[src/rtl/mul_booth_r4_if.sv]
// Operand/handshake bundle for mul_booth_r4: the controller side uses the master
// modport and the multiplier uses the slave modport.
interface mul_booth_r4_if #(
    parameter int WIDTH = 64
);
    logic                 op_start;
    logic                 op_clear;
    logic                 op_signed;
    logic [WIDTH-1:0]     multiplier;
    logic [WIDTH-1:0]     multiplicand;
    logic                 op_busy;
    logic                 op_done;
    logic [2*WIDTH-1:0]   result;

    modport master (
        output op_start, op_clear, op_signed, multiplier, multiplicand,
        input  op_busy, op_done, result
    );

    modport slave (
        input  op_start, op_clear, op_signed, multiplier, multiplicand,
        output op_busy, op_done, result
    );
endinterface

[src/rtl/mul_booth_r4.sv]
// Iterative radix-4 Booth multiplier, one digit per cycle, signed or unsigned operands.
// Optional MUL_ZERO_SKIP_EN: a zero operand at start goes straight to DONE with result 0.
module mul_booth_r4 #(
    parameter int WIDTH = 64
) (
    input  logic          clk,
    input  logic          reset,
    mul_booth_r4_if.slave bus
);
    localparam int EW   = WIDTH + 2;
    localparam int AW   = 2 * WIDTH + 4;
    localparam int NDIG = WIDTH / 2 + 1;
    localparam int CW   = $clog2(NDIG + 1);

    typedef enum logic [1:0] {
        ST_IDLE = 2'd0,
        ST_EXEC = 2'd1,
        ST_DONE = 2'd2
    } state_t;

    state_t             state_r;
    state_t             next_state_s;
    logic               busy_s;
    logic               done_s;
    logic               busy_r;
    logic               done_r;
    logic [CW-1:0]      cnt_r;
    logic [EW:0]        mplier_r;
    logic [AW-1:0]      mcand_r;
    logic [AW-1:0]      acc_r;
    logic [AW-1:0]      sum_s;
    logic [2*WIDTH-1:0] result_r;
    logic               zero_op_s;
    logic               last_digit_s;

    // Multiple of the (already weight-aligned) multiplicand selected by one Booth group.
    function automatic logic [AW-1:0] booth_multiple(input logic [2:0] grp, input logic [AW-1:0] m);
        case (grp)
            3'b001, 3'b010: booth_multiple = m;
            3'b011:         booth_multiple = {m[AW-2:0], 1'b0};
            3'b100:         booth_multiple = {AW{1'b0}} - {m[AW-2:0], 1'b0};
            3'b101, 3'b110: booth_multiple = {AW{1'b0}} - m;
            default:        booth_multiple = {AW{1'b0}};
        endcase
    endfunction

`ifdef MUL_ZERO_SKIP_EN
    assign zero_op_s = (bus.multiplier == {WIDTH{1'b0}}) || (bus.multiplicand == {WIDTH{1'b0}});
`else
    assign zero_op_s = 1'b0;
`endif

    // The multiplicand register shifts left two bits per digit, so it already carries weight 4^k.
    assign sum_s        = acc_r + booth_multiple(mplier_r[2:0], mcand_r);
    assign last_digit_s = (cnt_r == CW'(NDIG - 1));

    // State and registered status flags.
    always_ff @(posedge clk) begin
        if (reset) begin
            state_r <= ST_IDLE;
            busy_r  <= 1'b0;
            done_r  <= 1'b0;
        end else begin
            state_r <= next_state_s;
            busy_r  <= busy_s;
            done_r  <= done_s;
        end
    end

    // Next-state logic; clear beats start in every state.
    always_comb begin
        next_state_s = state_r;
        case (state_r)
            ST_IDLE: begin
                if (bus.op_clear) begin
                    next_state_s = ST_IDLE;
                end else if (bus.op_start) begin
                    next_state_s = zero_op_s ? ST_DONE : ST_EXEC;
                end else begin
                    next_state_s = ST_IDLE;
                end
            end
            ST_EXEC: begin
                if (bus.op_clear) begin
                    next_state_s = ST_IDLE;
                end else if (last_digit_s) begin
                    next_state_s = ST_DONE;
                end else begin
                    next_state_s = ST_EXEC;
                end
            end
            ST_DONE: begin
                if (bus.op_clear) begin
                    next_state_s = ST_IDLE;
                end else begin
                    next_state_s = ST_DONE;
                end
            end
            default: next_state_s = ST_IDLE;
        endcase
    end

    // Status flags decoded from the upcoming state so they register in step with it.
    always_comb begin
        busy_s = 1'b0;
        done_s = 1'b0;
        case (next_state_s)
            ST_EXEC: busy_s = 1'b1;
            ST_DONE: done_s = 1'b1;
            default: begin
                busy_s = 1'b0;
                done_s = 1'b0;
            end
        endcase
    end

    // Operand capture, digit iteration and result load.
    always_ff @(posedge clk) begin
        if (reset || bus.op_clear) begin
            cnt_r    <= {CW{1'b0}};
            mplier_r <= {(EW + 1){1'b0}};
            mcand_r  <= {AW{1'b0}};
            acc_r    <= {AW{1'b0}};
            result_r <= {(2 * WIDTH){1'b0}};
        end else begin
            case (state_r)
                ST_IDLE: begin
                    if (bus.op_start) begin
                        cnt_r    <= {CW{1'b0}};
                        acc_r    <= {AW{1'b0}};
                        result_r <= {(2 * WIDTH){1'b0}};
                        mplier_r <= {{2{bus.op_signed & bus.multiplier[WIDTH-1]}}, bus.multiplier, 1'b0};
                        mcand_r  <= {{(AW - WIDTH){bus.op_signed & bus.multiplicand[WIDTH-1]}}, bus.multiplicand};
                    end
                end
                ST_EXEC: begin
                    acc_r    <= sum_s;
                    cnt_r    <= cnt_r + CW'(1);
                    mplier_r <= {2'b00, mplier_r[EW:2]};
                    mcand_r  <= {mcand_r[AW-3:0], 2'b00};
                    if (last_digit_s) begin
                        result_r <= sum_s[2*WIDTH-1:0];
                    end
                end
                default: begin
                    result_r <= result_r;
                end
            endcase
        end
    end

    assign bus.op_busy = busy_r;
    assign bus.op_done = done_r;
    assign bus.result  = result_r;
endmodule

[src/flat_wrapper.sv]
// flat-port wrapper written by rule: the top's interface ports become plain ports
module mul_booth_r4_flat 
#(
    parameter int WIDTH = 64
)
  (clk, reset, bus_op_start, bus_op_clear, bus_op_signed, bus_multiplier, bus_multiplicand, bus_op_busy, bus_op_done, bus_result);
  mul_booth_r4_if #(.WIDTH(WIDTH)) bus_i ();
  input  logic clk;
  input  logic reset;
  input wire logic [$bits(bus_i.op_start)-1:0] bus_op_start;
  input wire logic [$bits(bus_i.op_clear)-1:0] bus_op_clear;
  input wire logic [$bits(bus_i.op_signed)-1:0] bus_op_signed;
  input wire logic [$bits(bus_i.multiplier)-1:0] bus_multiplier;
  input wire logic [$bits(bus_i.multiplicand)-1:0] bus_multiplicand;
  output wire logic [$bits(bus_i.op_busy)-1:0] bus_op_busy;
  output wire logic [$bits(bus_i.op_done)-1:0] bus_op_done;
  output wire logic [$bits(bus_i.result)-1:0] bus_result;
  assign bus_i.op_start = bus_op_start;
  assign bus_i.op_clear = bus_op_clear;
  assign bus_i.op_signed = bus_op_signed;
  assign bus_i.multiplier = bus_multiplier;
  assign bus_i.multiplicand = bus_multiplicand;
  assign bus_op_busy = bus_i.op_busy;
  assign bus_op_done = bus_i.op_done;
  assign bus_result = bus_i.result;
  mul_booth_r4 #(.WIDTH(WIDTH)) u_core (.clk(clk), .reset(reset), .bus(bus_i));
endmodule
[config.mk]
export PLATFORM = sky130hd
export DESIGN_NAME = mul_booth_r4_flat
export DESIGN_NICKNAME = d
export VERILOG_FILES = /design/src/rtl/mul_booth_r4_if.sv /design/src/rtl/mul_booth_r4.sv /design/src/flat_wrapper.sv
export SDC_FILE = /design/constraint.sdc
export NUM_CORES = 1
export LEC_CHECK = 0
export BUFFER_PORTS_ARGS = -buffer_cell sky130_fd_sc_hd__buf_2
export CAP_MARGIN = 40
export CORE_ASPECT_RATIO = 0.8
export CORE_MARGIN = 5
export CORE_UTILIZATION = 50
export DETAILED_ROUTE_END_ITERATION = 8
export PLACE_DENSITY = 0.72
export SLEW_MARGIN = 20
export SYNTH_ARGS = -nofsm -noshare
export SYNTH_HDL_FRONTEND = slang
export SYNTH_SLANG_ARGS = --single-unit
[constraint.sdc]
create_clock -name clk -period 15.9 [get_ports clk]
set_input_delay 1.59 -clock clk [delete_from_list [all_inputs] [get_ports clk]]
set_output_delay 1.59 -clock clk [all_outputs]
set_load 0.01 [all_outputs]
## Word level (Yosys, flattened, before mapping)

Cells that the tools add are included.

- Multiplexer cells: 20
- Add/subtract/negate cells: 4
- Equality and inequality tests: 13
- Bitwise operators: 2
- Reduce and logical (&&, ||, !) cells: 7

Operators by type and width:

| kind | count |
|---|---|
| 132-bit one-hot mux with 2 select lines | 2 |
| 132-bit one-hot mux with 4 select lines | 1 |
| 132-bit 2-to-1 mux | 2 |
| 1-bit by 132-bit subtractor with 132-bit output, first input constant | 2 |
| 128-bit 2-to-1 mux | 2 |
| 128-bit one-hot mux with 2 select lines | 1 |
| 67-bit one-hot mux with 2 select lines | 1 |
| 132-bit adder | 1 |
| 67-bit 2-to-1 mux | 1 |
| 6-bit one-hot mux with 2 select lines | 1 |
| 3-bit equality test, second input constant | 3 |
| 2-bit 2-to-1 mux | 4 |
| 6-bit by 1-bit adder with 6-bit output, second input constant | 1 |
| 3-bit by 2-bit equality test with 1-bit output, second input constant | 2 |
| 6-bit equality test, second input constant | 1 |
| 6-bit 2-to-1 mux | 1 |
| 2-bit one-hot mux with 3 select lines | 1 |
| 2-bit by 1-bit equality test with 1-bit output, second input constant | 2 |
| 2-bit equality test, second input constant | 2 |
| 2-bit OR reduction | 2 |
| 3-bit by 1-bit equality test with 1-bit output, second input constant | 1 |
| 1-bit 2-to-1 mux | 3 |
| 3-bit AND reduction | 1 |
| 1-bit AND | 2 |
| other kinds (6) | 6 |

- Logic and storage cells: 54
- Register bits after elaboration: 469
- Output and inout port bits: 130
- Input port bits: 133

## Depth between registers and ports, before layout

- Word-level depth: 6
- Mapped depth: 30
- Mapped depth without buffers: 29

## Worst setup path after synthesis

No wires, ideal clock.

- Path type: register to register
- From: reg u_core.mcand_r[44]
- To: reg u_core.acc_r[127]
- Arrival time: 6.743 ns
- Slack: 9.039 ns
- Cell stages (with the launch flop): 29
- Clock period less this slack: 6.861 ns
- Library setup time: 0.118 ns
- Data required time: 15.782 ns
- Path buffers: 3
- Cell sequence: dfxtp_1 buf_6 or4_4 or3_4 or3_4 or4_4 buf_6 or3_4 or3_4 or3_4 or4b_1 nand2_1 xor2_1 o221ai_1 ha_1 clkbuf_1 nand2_1 o21a_1 o21ai_0 nand3_1 nand2_1 a221oi_1 nor2_1 a211oi_1 o31ai_1 a221o_1 a221oi_1 xnor2_1 o21ai_1

- Cells in the longest elaborated chain, start to end: 4
- Elaborated cells between the ends (all ways): 5
- Those cells by class: 3 x add/sub; 2 x mux

Ends and longest elaborated chain:

| item | RTL line | RTL |
|---|---|---|
| start: declaration | mul_booth_r4.sv:29 | `logic [AW-1:0] mcand_r;` |
| start signal: assignment | mul_booth_r4.sv:122 | `mcand_r <= {AW{1'b0}};` |
| start signal: assignment | mul_booth_r4.sv:133 | `mcand_r <= {{(AW - WIDTH){bus.op_signed & bus.multiplicand[WIDTH-1]}}, bus.multiplicand};` |
| start signal: assignment | mul_booth_r4.sv:140 | `mcand_r <= {mcand_r[AW-3:0], 2'b00};` |
| 1-bit by 132-bit subtractor with 132-bit output (on tied branches) | mul_booth_r4.sv:42, mul_booth_r4.sv:41 |  |
| 132-bit one-hot mux with 4 select lines * | mul_booth_r4.sv:38 | `case (grp)` |
| 132-bit adder * | mul_booth_r4.sv:54 | `assign sum_s = acc_r + booth_multiple(mplier_r[2:0], mcand_r);` |
| 132-bit one-hot mux with 2 select lines * | mul_booth_r4.sv:126 | `case (state_r)` |
| end signal: assignment | mul_booth_r4.sv:123 | `acc_r <= {AW{1'b0}};` |
| end signal: assignment | mul_booth_r4.sv:130 | `acc_r <= {AW{1'b0}};` |
| end signal: assignment | mul_booth_r4.sv:137 | `acc_r <= sum_s;` |
| end: declaration | mul_booth_r4.sv:30 | `logic [AW-1:0] acc_r;` |

Every way passes the cells marked *; elsewhere a longest branch is shown, timed or not.
A chain may end at the register's enable or synchronous reset.

## Worst setup path in the final report

- From: reg u_core.mcand_r[7]
- To: reg u_core.result_r[118] (netlist: u_core.bus.result[118])

- Cells in the longest elaborated chain, start to end: 5
- Elaborated cells between the ends (all ways): 6
- Those cells by class: 3 x add/sub; 3 x mux

Ends and longest elaborated chain:

| item | RTL line | RTL |
|---|---|---|
| 1-bit by 132-bit subtractor with 132-bit output (on tied branches) | mul_booth_r4.sv:42, mul_booth_r4.sv:41 |  |
| 132-bit one-hot mux with 4 select lines * | mul_booth_r4.sv:38 |  |
| 132-bit adder * | mul_booth_r4.sv:54 |  |
| 128-bit 2-to-1 mux * | mul_booth_r4.sv:141 | `if (last_digit_s) begin` |
| 128-bit one-hot mux with 2 select lines * | mul_booth_r4.sv:126 |  |
| end signal: assignment | mul_booth_r4.sv:131 | `result_r <= {(2 * WIDTH){1'b0}};` |
| end signal: assignment | mul_booth_r4.sv:142 | `result_r <= sum_s[2*WIDTH-1:0];` |
| end signal: assignment | mul_booth_r4.sv:146 | `result_r <= result_r;` |
| end: declaration | mul_booth_r4.sv:32 | `logic [2*WIDTH-1:0] result_r;` |

Every way passes the cells marked *; elsewhere a longest branch is shown, timed or not. The select of a mux whose other input is x is not followed.

==> flow_metrics.env <==
export IMPL_status="finished clean"
export IMPL_start_util=0.503
export IMPL_worstSetupEndpoint="u_core.bus.result[118]"
export IMPL_hold_viol_final=0
export IMPL_tightest_slew_ns=0.926
export IMPL_cts_resized_gates=0
export IMPL_syn_nets=4506
export IMPL_post_cts_buffers=0
export IMPL_ctsHoldBuffers=0
export IMPL_die_x_um=290
export IMPL_antenna_found_initial=3
export IMPL_setup_worst_path_class="register to register"
export IMPL_finalPower_w=0.00290
export IMPL_arrival_ns=9.15
export IMPL_synth_area_leaders="dfxtp_1 29%, a21oi_1 7.3%, nand2_1 5.6%"
export IMPL_die_h_um=234
export IMPL_dr_wl_met2_mm=45.5
export IMPL_slowest_stage="o21ai_0"
export IMPL_reg2reg_to="u_core.bus.result[118]"
export IMPL_synth_top_area_cell="dfxtp_1"
export IMPL_dieArea_um2=68000
export IMPL_area_growth_syn_to_layout_pct=9.92
export IMPL_ys_flop_type="dfxtp_1"
export IMPL_num_fill_cells=5977
export IMPL_drt_initial_drc_count=4134
export IMPL_routedWlPerCell_um=21.9
export IMPL_grt_overflow=0
export IMPL_slew_headroom=0.377
export IMPL_core_area_um2=62500
export IMPL_wl_met1_mm=50.9
export IMPL_routed_via_density=6.45
export IMPL_grt_usage=0.308
export IMPL_vias=32700
export IMPL_grt_pass1_wl_mm=171
export IMPL_peakVddDrop_v=0.0000909
export IMPL_grt_setup_unrepaired="no"
export IMPL_place_hpwl_mm=78.7
export IMPL_finClkSkew_ns=0.0253
export IMPL_clock_root_buffer="clkbuf_16"
export IMPL_fin_area_um2=34600
export IMPL_antenna_left=0
export IMPL_pwr_density_cell_nw_per_um2=83.9
export IMPL_cts_buffer_depth=3
export IMPL_grt_max_degree=86
export IMPL_hp_class="register to register"
export IMPL_htree_levels=2
export IMPL_end_kind="register"
export IMPL_synth_async_reset_ratio=0
export IMPL_final_nets=4459
export IMPL_clock_fmax_mhz=116
export IMPL_wl_mm=111
export IMPL_holdPathStages=2
export IMPL_io_buffers=262
export IMPL_critical_path_max_stage_delay_ns=0.68
export IMPL_ff2ff_setup_slack_ns=7.26
export IMPL_startpoint="u_core.mcand_r[7]"
export IMPL_dpl_instance_area_um2=32700
export IMPL_rr_startpoint="u_core.mcand_r[7]"
export IMPL_synth_common_cells="473 x nand2_1, 460 x a21oi_1, 460 x dfxtp_1"
export IMPL_dr_pass1_iters=8
export IMPL_rr_worst_depth=23
export IMPL_cts_tree="built"
export IMPL_setup_viol=0
export IMPL_synth_edff_count=0
export IMPL_crit_path_start_kind="register"
export IMPL_path_buf_inv=1
export IMPL_drv_slew=0
export IMPL_clkTransAtPathRegs_ns=0.06
export IMPL_cp_max_fo=10
export IMPL_cts_sinks=460
export IMPL_diodes=0
export IMPL_gp_congestion=1.03
export IMPL_path_cells="or4_1, nor4_2, and4_1, nand2b_1, or3_1, or3_1, or4_1, nor4_1, xnor2_1, a221oi_1, a31oi_1, ha_1, inv_1, nor3_1, nand2_1, nor4_1, nand4_1, o21ai_0, a21oi_1, o21ai_0, a21boi_0, xnor2_1, a22o_1"
export IMPL_clock_latency_ns=0.63
export IMPL_drcViolationCount=0
export IMPL_ys_ff_latch=460
export IMPL_crit_required_ns=16.41
export IMPL_grt_pass1_vias=28900
export IMPL_yosysUniqueCellTypes=79
export IMPL_layout_min_cycle_time_ns=8.64
export IMPL_drv_cap=0
export IMPL_finalCritPeriodShare=0.543
export IMPL_top_layer_used="met5"
export IMPL_yosysSeqAreaShare=0.293
export IMPL_rows=82
export IMPL_crit_cells=23
export IMPL_synth_top_area_share=0.293
export IMPL_fin_hold_ws_ns=0.451
export IMPL_leakage_nw=13.6
export IMPL_numCtsBuffers=50
export IMPL_post_synth_top_count_cell="nand2_1"
export IMPL_synthesis_area_um2=31400
export IMPL_syn_inst=4242
export IMPL_drive_gt1_frac=0.113
export IMPL_ios=263
export IMPL_cp_top_family="simple AND/OR/NAND/NOR gates"
export IMPL_fin_tns_setup_ns=0
export IMPL_avgSynthCellArea_um2=7.41
export IMPL_wl_met3_mm=11.9
export IMPL_ys_warn_count=0
stage by stage:
step / instances / setup WS (ns) / util
after CTS: 5070 / 7.58 / 0.552
after global placement: 4973 / 7.54 / 0.522
after detailed placement: 4980 / 7.62 / 0.524
after floorplan: 4242 / 9.04 / -
after global routing: 5073 / 6.95 / 0.553
final: 5073 / 7.26 / 0.553
cell type report:
class	instances	area, um2	share of cell area
clock inverters	26	345	0.00999
multi-input cells	3314	20600	0.595
well taps	840	1050	0.0304
flip-flops and latches	460	9220	0.267
inverters	60	225	0.00652
repair buffers	309	1760	0.0509
clock buffers	64	1400	0.0406
cells in the final DEF, fill, tap and decap left out, types with 50 or more instances in the layout:
cell	netlist	final
a22o_1	130	130
nor3_1	76	76
nor2_1	419	407
o21ai_0	302	302
nand2_1	473	469
ha_1	130	130
dfxtp_1	460	457
a221oi_1	58	58
o221ai_1	74	74
xnor2_1	165	165
a31oi_1	65	65
clkbuf_16	0	50
a22oi_1	145	145
inv_1	58	56
o22ai_1	66	66
buf_2	8	265
a21o_1	65	65
nand3_1	63	62
nand4_1	69	69
a21oi_1	460	459
or3_1	51	50
xor2_1	137	137
sequential cells by signal, indices dropped and copies added, names as in the netlist:
register	count
u_core.bus.op_done	1
u_core.state_r	2
u_core.mplier_r	66
u_core.bus.op_busy	1
u_core.mcand_r	128
u_core.bus.result	128
u_core.acc_r	128
u_core.cnt_r	6
kinds of logic (layout without fill, tap and decap cells):
family / after synthesis / in the layout / share of synthesized area
AO/OA/AOI/OAI: 1522 / 1522 / 0.311
flip-flops: 460 / 460 / 0.293
XOR/XNOR: 303 / 303 / 0.0846
adder cells (fa/ha/maj): 131 / 131 / 0.0524
AND/OR/NAND/NOR: 1332 / 1332 / 0.193
buffers and inverters: 468 / 459 / 0.0571
multiplexers: 26 / 26 / 0.00895
worst min-delay path by stage:
stage                                from               endpoint  slack, ns
floorplan                u_core.acc_r[10]       u_core.acc_r[10]       0.44
global placement    u_core.bus.result[51]  u_core.bus.result[51]       0.44
detailed placement  u_core.bus.result[40]  u_core.bus.result[40]       0.44
CTS                 u_core.bus.result[40]  u_core.bus.result[40]       0.45
global route        u_core.bus.result[49]  u_core.bus.result[49]       0.47
finish              u_core.bus.result[40]  u_core.bus.result[40]       0.45
metal layers:
layer,up-vias,GRT usage
met5,-,0
met4,6,0.0821
met3,213,0.0628
met2,1738,0.445
met1,15400,0.465
li1,15400,-
worst reg2reg max path: stages, from the launching register on:
cell and delay, ns:
dfxtp_1 0.41, or4_1 0.67, nor4_2 0.52, and4_1 0.32
nand2b_1 0.11, or3_1 0.37, or3_1 0.39, or4_1 0.54
nor4_1 0.49, xnor2_1 0.12, a221oi_1 0.26, a31oi_1 0.12
ha_1 0.55, inv_1 0.12, nor3_1 0.31, nand2_1 0.17
nor4_1 0.51, nand4_1 0.27, o21ai_0 0.68, a21oi_1 0.42
o21ai_0 0.56, a21boi_0 0.22, xnor2_1 0.19, a22o_1 0.20
power by group:
group	switching, W	internal [W]	total (W)	leakage (nW)
Combinational	0.000291	0.000144	0.000435	9.02
Clock	0.000535	0.000715	0.00125	0.850
Sequential	0.0000396	0.00118	0.00121	3.73
No activity file was read; power rests on OpenSTA's default activity.
